==> src/rtl/ad9914_pkg.sv <==
// Shared state encoding, profile record layout and power-on tuning words
// for the AD9914 sweep scheduler.
package ad9914_pkg;

  typedef enum logic [3:0] {
    ST_IDLE       = 4'd0,
    ST_LOAD       = 4'd1,
    ST_LOAD_ACK   = 4'd2,
    ST_CFG        = 4'd3,
    ST_CFG_ACK    = 4'd4,
    ST_SWP        = 4'd5,
    ST_SWP_ACK    = 4'd6,
    ST_DOVER_WAIT = 4'd7,
    ST_DWELL      = 4'd8,
    ST_NEXT       = 4'd9
  } state_t;

  localparam logic [31:0] DEF_LOWER = 32'd1105322465;
  localparam logic [31:0] DEF_UPPER = 32'd1421128884;
  localparam logic [31:0] DEF_STEP  = 32'd12632;
  localparam logic [15:0] DEF_RATE  = 16'h0001;
  localparam logic        DEF_EDGE  = 1'b1;

  localparam int PROF_W = 113;

  typedef struct packed {
    logic [31:0] lower;
    logic [31:0] upper;
    logic [31:0] step;
    logic [15:0] rate;
    logic        pos_edge;
  } prof_t;

  function automatic prof_t prof_default();
    prof_t p;
    p.lower    = DEF_LOWER;
    p.upper    = DEF_UPPER;
    p.step     = DEF_STEP;
    p.rate     = DEF_RATE;
    p.pos_edge = DEF_EDGE;
    return p;
  endfunction

endpackage

==> src/rtl/ad9914_prof_table.sv <==
// Sweep profile storage: one synchronous write port, one combinational read port.
module ad9914_prof_table
  import ad9914_pkg::*;
#(
  parameter int NPROF = 4,
  parameter int IW    = $clog2(NPROF)
) (
  input  logic          clk,
  input  logic          rst,
  input  logic          we,
  input  logic [IW-1:0] waddr,
  input  prof_t         wdata,
  input  logic [IW-1:0] raddr,
  output prof_t         rdata
);

  logic [PROF_W-1:0] prof_mem_r [NPROF];

  // Table write, reset to the power-on tuning words.
  always_ff @(posedge clk or posedge rst) begin
    if (rst) begin
      for (int i = 0; i < NPROF; i++) begin
        prof_mem_r[i] <= prof_default();
      end
    end else if (we) begin
      prof_mem_r[waddr] <= wdata;
    end
  end

  assign rdata = prof_t'(prof_mem_r[raddr]);

endmodule

==> src/rtl/ad9914_sweep_sched.sv <==
// Sequences stored sweep profiles into the AD9914 controller: load limits,
// configure steps, start the sweep, wait for dover, dwell, then advance.
module ad9914_sweep_sched
  import ad9914_pkg::*;
#(
  parameter int          NPROF         = 4,
  parameter logic [31:0] DOVER_TIMEOUT = 32'd1_000_000,
  parameter int          IW            = $clog2(NPROF)
) (
  input  logic          clk,
  input  logic          rst,
  input  logic          cfg_we,
  input  logic [IW-1:0] cfg_idx,
  input  logic [31:0]   cfg_lower,
  input  logic [31:0]   cfg_upper,
  input  logic [31:0]   cfg_step,
  input  logic [15:0]   cfg_rate,
  input  logic          cfg_edge,
  input  logic [IW:0]   num_prof,
  input  logic          loop_en,
  input  logic [15:0]   dwell,
  input  logic          start,
  input  logic          stop,
  output logic          ctl_update,
  output logic          ctl_update_config,
  output logic          ctl_sweep,
  output logic          ctl_sweep_edge,
  output logic [31:0]   ctl_lower_limit,
  output logic [31:0]   ctl_upper_limit,
  output logic [31:0]   ctl_pos_step,
  output logic [31:0]   ctl_neg_step,
  output logic [15:0]   ctl_pos_rate,
  output logic [15:0]   ctl_neg_rate,
  input  logic          ctl_busy,
  input  logic          ctl_finish,
  input  logic          dover,
  output logic          busy,
  output logic          done,
  output logic          err_timeout,
  output logic [IW-1:0] cur_idx
);

  localparam logic [IW:0]   NPROF_W = (IW+1)'(NPROF);
  localparam logic [IW:0]   ONE_W   = (IW+1)'(1'b1);
  localparam logic [IW-1:0] IDX_ONE = IW'(1'b1);

  state_t        state_r;
  logic [IW-1:0] cur_idx_r;
  logic          ack_seen_r;
  logic          stop_pend_r;
  logic          dover_q_r;
  logic [31:0]   tmo_cnt_r;
  logic [15:0]   dwell_cnt_r;

  prof_t       slot_s;
  prof_t       cfg_data_s;
  logic [IW:0] num_eff_s;
  logic [IW:0] last_idx_s;
  logic        table_we_s;
  logic        cmd_ready_s;
  logic        stop_any_s;
  logic        dover_rise_s;

  assign cfg_data_s   = '{lower: cfg_lower, upper: cfg_upper, step: cfg_step,
                          rate: cfg_rate, pos_edge: cfg_edge};
  assign table_we_s   = cfg_we && (state_r == ST_IDLE);
  assign cmd_ready_s  = ctl_finish && !ctl_busy;
  assign stop_any_s   = stop || stop_pend_r;
  assign dover_rise_s = dover && !dover_q_r;
  assign cur_idx      = cur_idx_r;

  ad9914_prof_table #(.NPROF(NPROF), .IW(IW)) u_table (
    .clk   (clk),
    .rst   (rst),
    .we    (table_we_s),
    .waddr (cfg_idx),
    .wdata (cfg_data_s),
    .raddr (cur_idx_r),
    .rdata (slot_s)
  );

  // Active profile count: zero behaves as one, oversize saturates to NPROF.
  always_comb begin
    num_eff_s = num_prof;
    if (num_prof == {(IW+1){1'b0}}) begin
      num_eff_s = ONE_W;
    end else if (num_prof > NPROF_W) begin
      num_eff_s = NPROF_W;
    end else begin
      num_eff_s = num_prof;
    end
    last_idx_s = num_eff_s - ONE_W;
  end

  // Scheduler FSM with registered command pulses, data and status.
  always_ff @(posedge clk or posedge rst) begin
    if (rst) begin
      state_r           <= ST_IDLE;
      cur_idx_r         <= '0;
      ack_seen_r        <= 1'b0;
      stop_pend_r       <= 1'b0;
      dover_q_r         <= 1'b0;
      tmo_cnt_r         <= 32'd0;
      dwell_cnt_r       <= 16'd0;
      busy              <= 1'b0;
      done              <= 1'b0;
      err_timeout       <= 1'b0;
      ctl_update        <= 1'b0;
      ctl_update_config <= 1'b0;
      ctl_sweep         <= 1'b0;
      ctl_sweep_edge    <= 1'b0;
      ctl_lower_limit   <= 32'd0;
      ctl_upper_limit   <= 32'd0;
      ctl_pos_step      <= 32'd0;
      ctl_neg_step      <= 32'd0;
      ctl_pos_rate      <= 16'd0;
      ctl_neg_rate      <= 16'd0;
    end else begin
      ctl_update        <= 1'b0;
      ctl_update_config <= 1'b0;
      ctl_sweep         <= 1'b0;
      done              <= 1'b0;
      dover_q_r         <= dover;
      // A stop seen mid-run is remembered until the next abort boundary.
      if (stop && (state_r != ST_IDLE)) stop_pend_r <= 1'b1;
      case (state_r)
        ST_IDLE: begin
          stop_pend_r <= 1'b0;
          if (start && !stop) begin
            err_timeout <= 1'b0;
            cur_idx_r   <= '0;
            busy        <= 1'b1;
            state_r     <= ST_LOAD;
          end
        end
        ST_LOAD, ST_CFG, ST_SWP: begin
          if (stop_any_s) begin
            busy        <= 1'b0;
            stop_pend_r <= 1'b0;
            state_r     <= ST_IDLE;
          end else if (cmd_ready_s) begin
            ack_seen_r <= 1'b0;
            case (state_r)
              ST_LOAD: begin
                ctl_update      <= 1'b1;
                ctl_lower_limit <= slot_s.lower;
                ctl_upper_limit <= slot_s.upper;
                ctl_pos_rate    <= slot_s.rate;
                ctl_neg_rate    <= slot_s.rate;
                state_r         <= ST_LOAD_ACK;
              end
              ST_CFG: begin
                ctl_update_config <= 1'b1;
                ctl_pos_step      <= slot_s.step;
                ctl_neg_step      <= slot_s.step;
                ctl_sweep_edge    <= slot_s.pos_edge;
                state_r           <= ST_CFG_ACK;
              end
              default: begin
                ctl_sweep <= 1'b1;
                state_r   <= ST_SWP_ACK;
              end
            endcase
          end
        end
        ST_LOAD_ACK, ST_CFG_ACK, ST_SWP_ACK: begin
          if (!ack_seen_r) begin
            ack_seen_r <= ctl_busy;
          end else if (ctl_finish) begin
            ack_seen_r <= 1'b0;
            case (state_r)
              ST_LOAD_ACK: state_r <= ST_CFG;
              ST_CFG_ACK:  state_r <= ST_SWP;
              default: begin
                tmo_cnt_r <= DOVER_TIMEOUT;
                state_r   <= ST_DOVER_WAIT;
              end
            endcase
          end
        end
        ST_DOVER_WAIT: begin
          if (dover_rise_s || (tmo_cnt_r <= 32'd1)) begin
            if (!dover_rise_s) err_timeout <= 1'b1;
            tmo_cnt_r <= 32'd0;
            if (dwell == 16'd0) begin
              state_r <= ST_NEXT;
            end else begin
              dwell_cnt_r <= dwell;
              state_r     <= ST_DWELL;
            end
          end else begin
            tmo_cnt_r <= tmo_cnt_r - 32'd1;
          end
        end
        ST_DWELL: begin
          if (stop_any_s) begin
            busy        <= 1'b0;
            stop_pend_r <= 1'b0;
            dwell_cnt_r <= 16'd0;
            state_r     <= ST_IDLE;
          end else if (dwell_cnt_r <= 16'd1) begin
            dwell_cnt_r <= 16'd0;
            state_r     <= ST_NEXT;
          end else begin
            dwell_cnt_r <= dwell_cnt_r - 16'd1;
          end
        end
        ST_NEXT: begin
          if (stop_any_s) begin
            busy        <= 1'b0;
            stop_pend_r <= 1'b0;
            state_r     <= ST_IDLE;
          end else if ({1'b0, cur_idx_r} < last_idx_s) begin
            cur_idx_r <= cur_idx_r + IDX_ONE;
            state_r   <= ST_LOAD;
          end else if (loop_en) begin
            cur_idx_r <= '0;
            state_r   <= ST_LOAD;
          end else begin
            done    <= 1'b1;
            busy    <= 1'b0;
            state_r <= ST_IDLE;
          end
        end
        default: begin
          busy    <= 1'b0;
          state_r <= ST_IDLE;
        end
      endcase
    end
  end

endmodule

==> config.mk <==
export PLATFORM = sky130hd
export DESIGN_NAME = ad9914_sweep_sched
export DESIGN_NICKNAME = d
export VERILOG_FILES = /design/src/rtl/ad9914_pkg.sv /design/src/rtl/ad9914_prof_table.sv /design/src/rtl/ad9914_sweep_sched.sv
export SDC_FILE = /design/constraint.sdc
export NUM_CORES = 1
export LEC_CHECK = 0
export ABC_CLOCK_PERIOD_IN_PS = 18000
export CORE_MARGIN = 1
export CORE_UTILIZATION = 53
export CTS_BUF_LIST = sky130_fd_sc_hd__clkbuf_8
export DETAILED_ROUTE_END_ITERATION = 16
export PLACE_DENSITY = 0.89
export SLEW_MARGIN = 10
export SYNTH_ARGS = -nofsm -noshare
export SYNTH_HDL_FRONTEND = slang
export SYNTH_SLANG_ARGS = --single-unit
==> constraint.sdc <==
create_clock -name clk -period 18 [get_ports clk]
set_input_delay 1.8 -clock clk [delete_from_list [all_inputs] [get_ports clk]]
set_output_delay 1.8 -clock clk [all_outputs]
set_load 0.05 [all_outputs]
======== After elaboration in Yosys (flattened, before gate mapping) ========
Cells that the tools add are included.
operators by class
  $add $sub $neg .......................... 4
  $lt $le $gt $ge ......................... 7
  eq/ne operators ......................... 25
  muxes and demuxes ....................... 72
  bitwise gates (word level) .............. 4
  reductions and logical operators ........ 36
operators with widths
  kind                   number
  $bwmux 452             1
  $mux 113               3
  $bmux 113 s2           1
  $demux 113 s2          1
  $mux 32                4
  $mux 16                4
  $pmux 32 s2            1
  $mux 1                 34
  $le 32x1->1 const B    1
  $mux 4                 8
  $pmux 16 s2            1
  $sub 32x1->32 const B  1
  $pmux 4 s6             1
  $reduce_and 4->1       5
  $ne 2x2->1 const B     9
  $eq 4x3->1 const B     4
  $le 16x1->1 const B    1
  $logic_not 16->1       1
  $sub 16x1->16 const B  1
  $ne 3x3->1 const B     5
  $pmux 3 s2             2
  $reduce_bool 2->1      5
  $eq 4x2->1 const B     2
  $eq 4x4->1 const B     2
  28 further kinds       50
storage, ports and cells
  bits in registers ....................... 628
  bits of input ports ..................... 143
  output and inout port bits .............. 169
  logic and storage cells ................. 170

======== Longest topological paths before layout ========
  word-level depth ........................ 8
  gate-level depth with buffers ........... 10
  depth with buffers taken out ............ 10

======== Hierarchy ========
From an unflattened synthesis, not the netlist that was laid out.
unflattened totals
  cells, all modules ...................... 2039
  area, all modules ....................... 27794.2 um2
modules (own cells, without submodules)
  module              instances  cells each  area each (um2)  seq. area each (um2)
  ad9914_prof_table   1          1096        19575.0          11496.0
  ad9914_sweep_sched  1          943         8219.1           4404.2

======== Worst setup path before layout ========
No wires, ideal clock.
  kind .................................... in2reg
  start point ............................. input num_prof[1]
  end point ............................... register cur_idx_r[1], in the netlist cur_idx[1]
  setup time .............................. 0.067 ns
  data arrival time ....................... 3.813 ns
  data required time ...................... 17.933 ns
  path slack .............................. 14.121 ns
  stages .................................. 10
  buffers on the path ..................... 0
  cells stage by stage .................... nor2b_1 > or2_2 > ha_1 > ha_1 > nor2_1 > nor2_1 > nand3b_1 > a21boi_0 > or4b_2 > nand2_1
on the way
  word-level cells in the longest chain between the ends .. 8
  elaborated cells on any way between the ends .. 11
  classes of those cells .................. 1 x add/sub; 2 x order compare; 1 x eq/ne; 5 x mux; 2 x reduce/logical
ends and longest elaborated chain
  element               line                       RTL
  from (decl)           ad9914_sweep_sched.sv:19   input logic [IW:0] num_prof,
  $gt 3x3->1            ad9914_sweep_sched.sv:87   end else if (num_prof > NPROF_W) begin
  $mux 3                ad9914_sweep_sched.sv:87
  $mux 3 (*)            ad9914_sweep_sched.sv:85   if (num_prof == {(IW+1){1'b0}}) begin
  $sub 3x1->3 (*)       ad9914_sweep_sched.sv:92   last_idx_s = num_eff_s - ONE_W;
  $lt 2x3->1 (*)        ad9914_sweep_sched.sv:213  end else if ({1'b0, cur_idx_r} < last_idx_s) begin
  $mux 2                ad9914_sweep_sched.sv:213
  $mux 2                ad9914_sweep_sched.sv:209  if (stop_any_s) begin
  $pmux 2 s2            ad9914_sweep_sched.sv:126  case (state_r)
  to (signal assigned)  ad9914_sweep_sched.sv:214  cur_idx_r <= cur_idx_r + IDX_ONE;
  to (decl)             ad9914_sweep_sched.sv:48   logic [IW-1:0] cur_idx_r;
Mark *: on every way between the ends. The rest lies on a longest branch, timed or not. The select of a mux whose other input is x is not followed.
A chain may end at the register's enable or synchronous reset.

==> results.toml <==
[synthesis]
synthTopCellsByCount = "mux2_2, dfrtp_1, dfstp_2"
synth_compound_area_share_pct = 2.49
synth_top_area_share_pct = 43.5
synthCells = 1798
synthMuxAreaShare_pct = 32.3
synth_edf_count = 0
synthAdderAreaFrac_pct = 0.272
synth-simple-area-share_pct = 3.71
seq_area_frac_synth_pct = 57.6
synth_cell_types = 62
synth_xor_area_share_pct = 0.634
ys_ff_latch = 628
synth_most_common_cell = "mux2_2"
synth-main-ff-cell = "dfrtp_1"
ys_top_cells_by_area = "dfrtp_1, mux2_2, dfstp_2, mux4_2, buf_4"
synth_fp_nets = 1947
async_flop_share_pct = 100
synth_area_um2 = 27600
synth_area_per_cell_um2 = 15.4
yosys_warnings = 0
synth_top_family_by_area = "multiplexers"
synth_top_cell_by_area = "dfrtp_1"

[clock_tree]
cts.repair.resized = 0
h-tree-depth = 3
cts_setup_buffers = 0
cts_tree = "done"
insertion_delay_ns = 0.69
clock_path_buffers = 3
path_clk_slew_ns = 0.06
cts-root-buf = "clkbuf_8"
postCtsHoldBufs = 0
cts_buffers = 103
cts_sinks = 628

[cells_and_area]
fill_cells = 3530
final_nets = 2235
syn_to_final_growth_pct = 20.1
final_cell_area_um2 = 33200
drive_gt1_share_pct = 47.1

[power_and_ir_drop]
combPwrFrac_pct = 37.9
power.leakage_nw = 14.0
pwr-share-clk_pct = 20.1
p_switching_mw = 2.24
p_seq_share_pct = 41.9
p_per_area_nw_per_um2 = 189
finalPower_mw = 6.26
ir_drop_v = 0.000168
swShare_pct = 35.8
p_int_mw = 4.02

[die]
rows = 83
die_h_um = 230
initial_utilization_pct = 53.7
die_width_um = 230
fp.coreArea_um2 = 51400
pin_count = 312
dieArea_um2 = 53000

[sta]
slew_viol_final = 0
rsz0062_at_grt = "no"
setup_violations = 0
skew_ns = 0.0364
slew-limit-headroom_pct = 22.3
worst_slew_pin_slew_ns = 1.17
fin_tns_setup_ns = 0
fin_hold_ws_ns = 0.498
fin_ws_ns = 13.06
period_share_pct = 27.5
hold_viol_final = 0
min_period_ns = 4.94
fmax_mhz = 202

[routing]
routed-via-count = 16600
drc = 0
wl_um = 62900
drt_pass1_iterations = 5
drt_iter0_markers = 954
detail_route.wl_per_cell_um = 22.0
detail_route.vias_per_cell = 5.80
detail-route-antenna-nets = 0

[setup_path]
critPathLaunch = "rst"
cp_max_fo = 194
critPathLaunchType = "primary input"
criticalPathCategory = "in -> async"
end_kind = "asynchronous set/reset pin"
arrival_ns = 5.58
timing.rr.start = "state_r[1]$_DFFE_PP0P_"
cp.required_ns = 18.63

[global_routing]
grt.total_usage_pct = 24.2
grt_pass1_wl_um = 100000
grt_max_degree = 195
grt-ovfl-total = 0
grt_pass1_vias = 18200
antenna_found_initial = 7

[place]
place_area_um2 = 31000
gp_congestion = 0.834
pre_cts_ws_ns = 12.27
io_buffers = 311
hpwl_um = 38300

[flow_run]
maxCapViolations = 0

[min_path]
hold_start = "u_table.prof_mem_r[126]$_DFFE_PP0P_"
min_path_type = "reg -> reg"

[status]
outcome = "finished, final reports clean"
==> per-stage QoR <==
step	cells	util [%]
final	2854	64.5
after global routing	2854	64.5
after CTS	2852	64.5
after detailed placement	2661	60.3
after global placement	2661	60.3
after floorplan	1798	-
==> worst max-delay path, cell delays in order <==
cell             delay (ns)
clkdlybuf4s50_1        0.45
clkinvlp_4             0.57
buf_4                  0.83
buf_4                  0.92
buf_12                 0.76
==> layout make-up <==
class | instances | area, um^2 | area share [%]
flip-flops and latches | 628 | 15900 | 48.0
multi-input cells | 1006 | 10900 | 32.9
inverters | 13 | 52.6 | 0.158
repair buffers | 334 | 3300 | 9.94
clock buffers | 132 | 1820 | 5.48
well taps | 680 | 851 | 2.57
clock inverters | 59 | 327 | 0.985
diodes | 2 | 5.00 | 0.0151
==> routing by layer <==
layer / part of all wire [%] / vias up / wire length, um / global-route usage, %
met5: 0.11 / - / 67 / 0
met4: 2.4 / 10 / 1510 / 8.86
met3: 5.8 / 106 / 3630 / 6.00
met2: 49 / 413 / 31100 / 39.4
met1: 42 / 8832 / 26600 / 31.5
li1: - / 7201 / - / -
==> placed cells by master (no fill, tap or decap), types with 22 or more instances in the layout <==
cell type / netlist / layout
nor2_1: 69 / 69
mux4_2: 113 / 113
buf_4: 49 / 22
dfstp_2: 148 / 148
clkbuf_8: 1 / 132
inv_1: 13 / 52
clkdlybuf4s50_1: 0 / 311
mux2_2: 566 / 566
a21oi_1: 30 / 30
dfrtp_1: 480 / 478
o21ai_0: 39 / 38
==> worst paths after layout <==
| path | depth (start not counted) | slack [ns] | end |
|---|---|---|---|
| setup / recovery | 5 | 13.06 | dover_q_r$_DFF_PP0_ |
| hold / removal | 1 | 0.50 | u_table.prof_mem_r[126]$_DFFE_PP0P_ |
| setup reg to reg | 6 | 14.08 | u_table.prof_mem_r[361]$_DFFE_PP0P_ |
| hold reg to reg | 1 | 0.50 | u_table.prof_mem_r[126]$_DFFE_PP0P_ |
| max in group clk | 1 | 13.60 | cur_idx[1] |
| min in group asynchronous | 2 | 1.65 | ctl_neg_rate[0]$_DFFE_PP0P_ |
==> kinds of logic (layout without fill, tap and decap cells) <==
group,count (synthesis),count (layout)
AOI/OAI and AO/OA,113,113
xor gates and xnor gates,20,20
other,0,2
DFF,628,628
adders and majority gates,6,6
buffers and inverters,164,538
muxes,679,679
and+or+nand+nor,188,188
==> flip-flops by register name (all words and copies together) (netlist names) <==
name	cells
state_r	4
ctl_lower_limit	32
ctl_neg_step	32
tmo_cnt_r	32
dover_q_r	1
done	1
ctl_upper_limit	32
ack_seen_r	1
ctl_sweep	1
ctl_sweep_edge	1
err_timeout	1
dwell_cnt_r	16
ctl_update_config	1
busy	1
stop_pend_r	1
ctl_neg_rate	16
ctl_update	1
u_table.prof_mem_r	452
cur_idx	2
==> power by group through the flow <==
stage	clock network, mW	logic [mW]	registers [mW]
after global placement	0	2.30	2.56
after global routing	1.36	2.50	2.70
after floorplan	0	1.37	2.94
after CTS	1.29	2.39	2.61
after detailed placement	0	2.38	2.63
final	1.26	2.37	2.62
(Power assumes the default switching activity.)
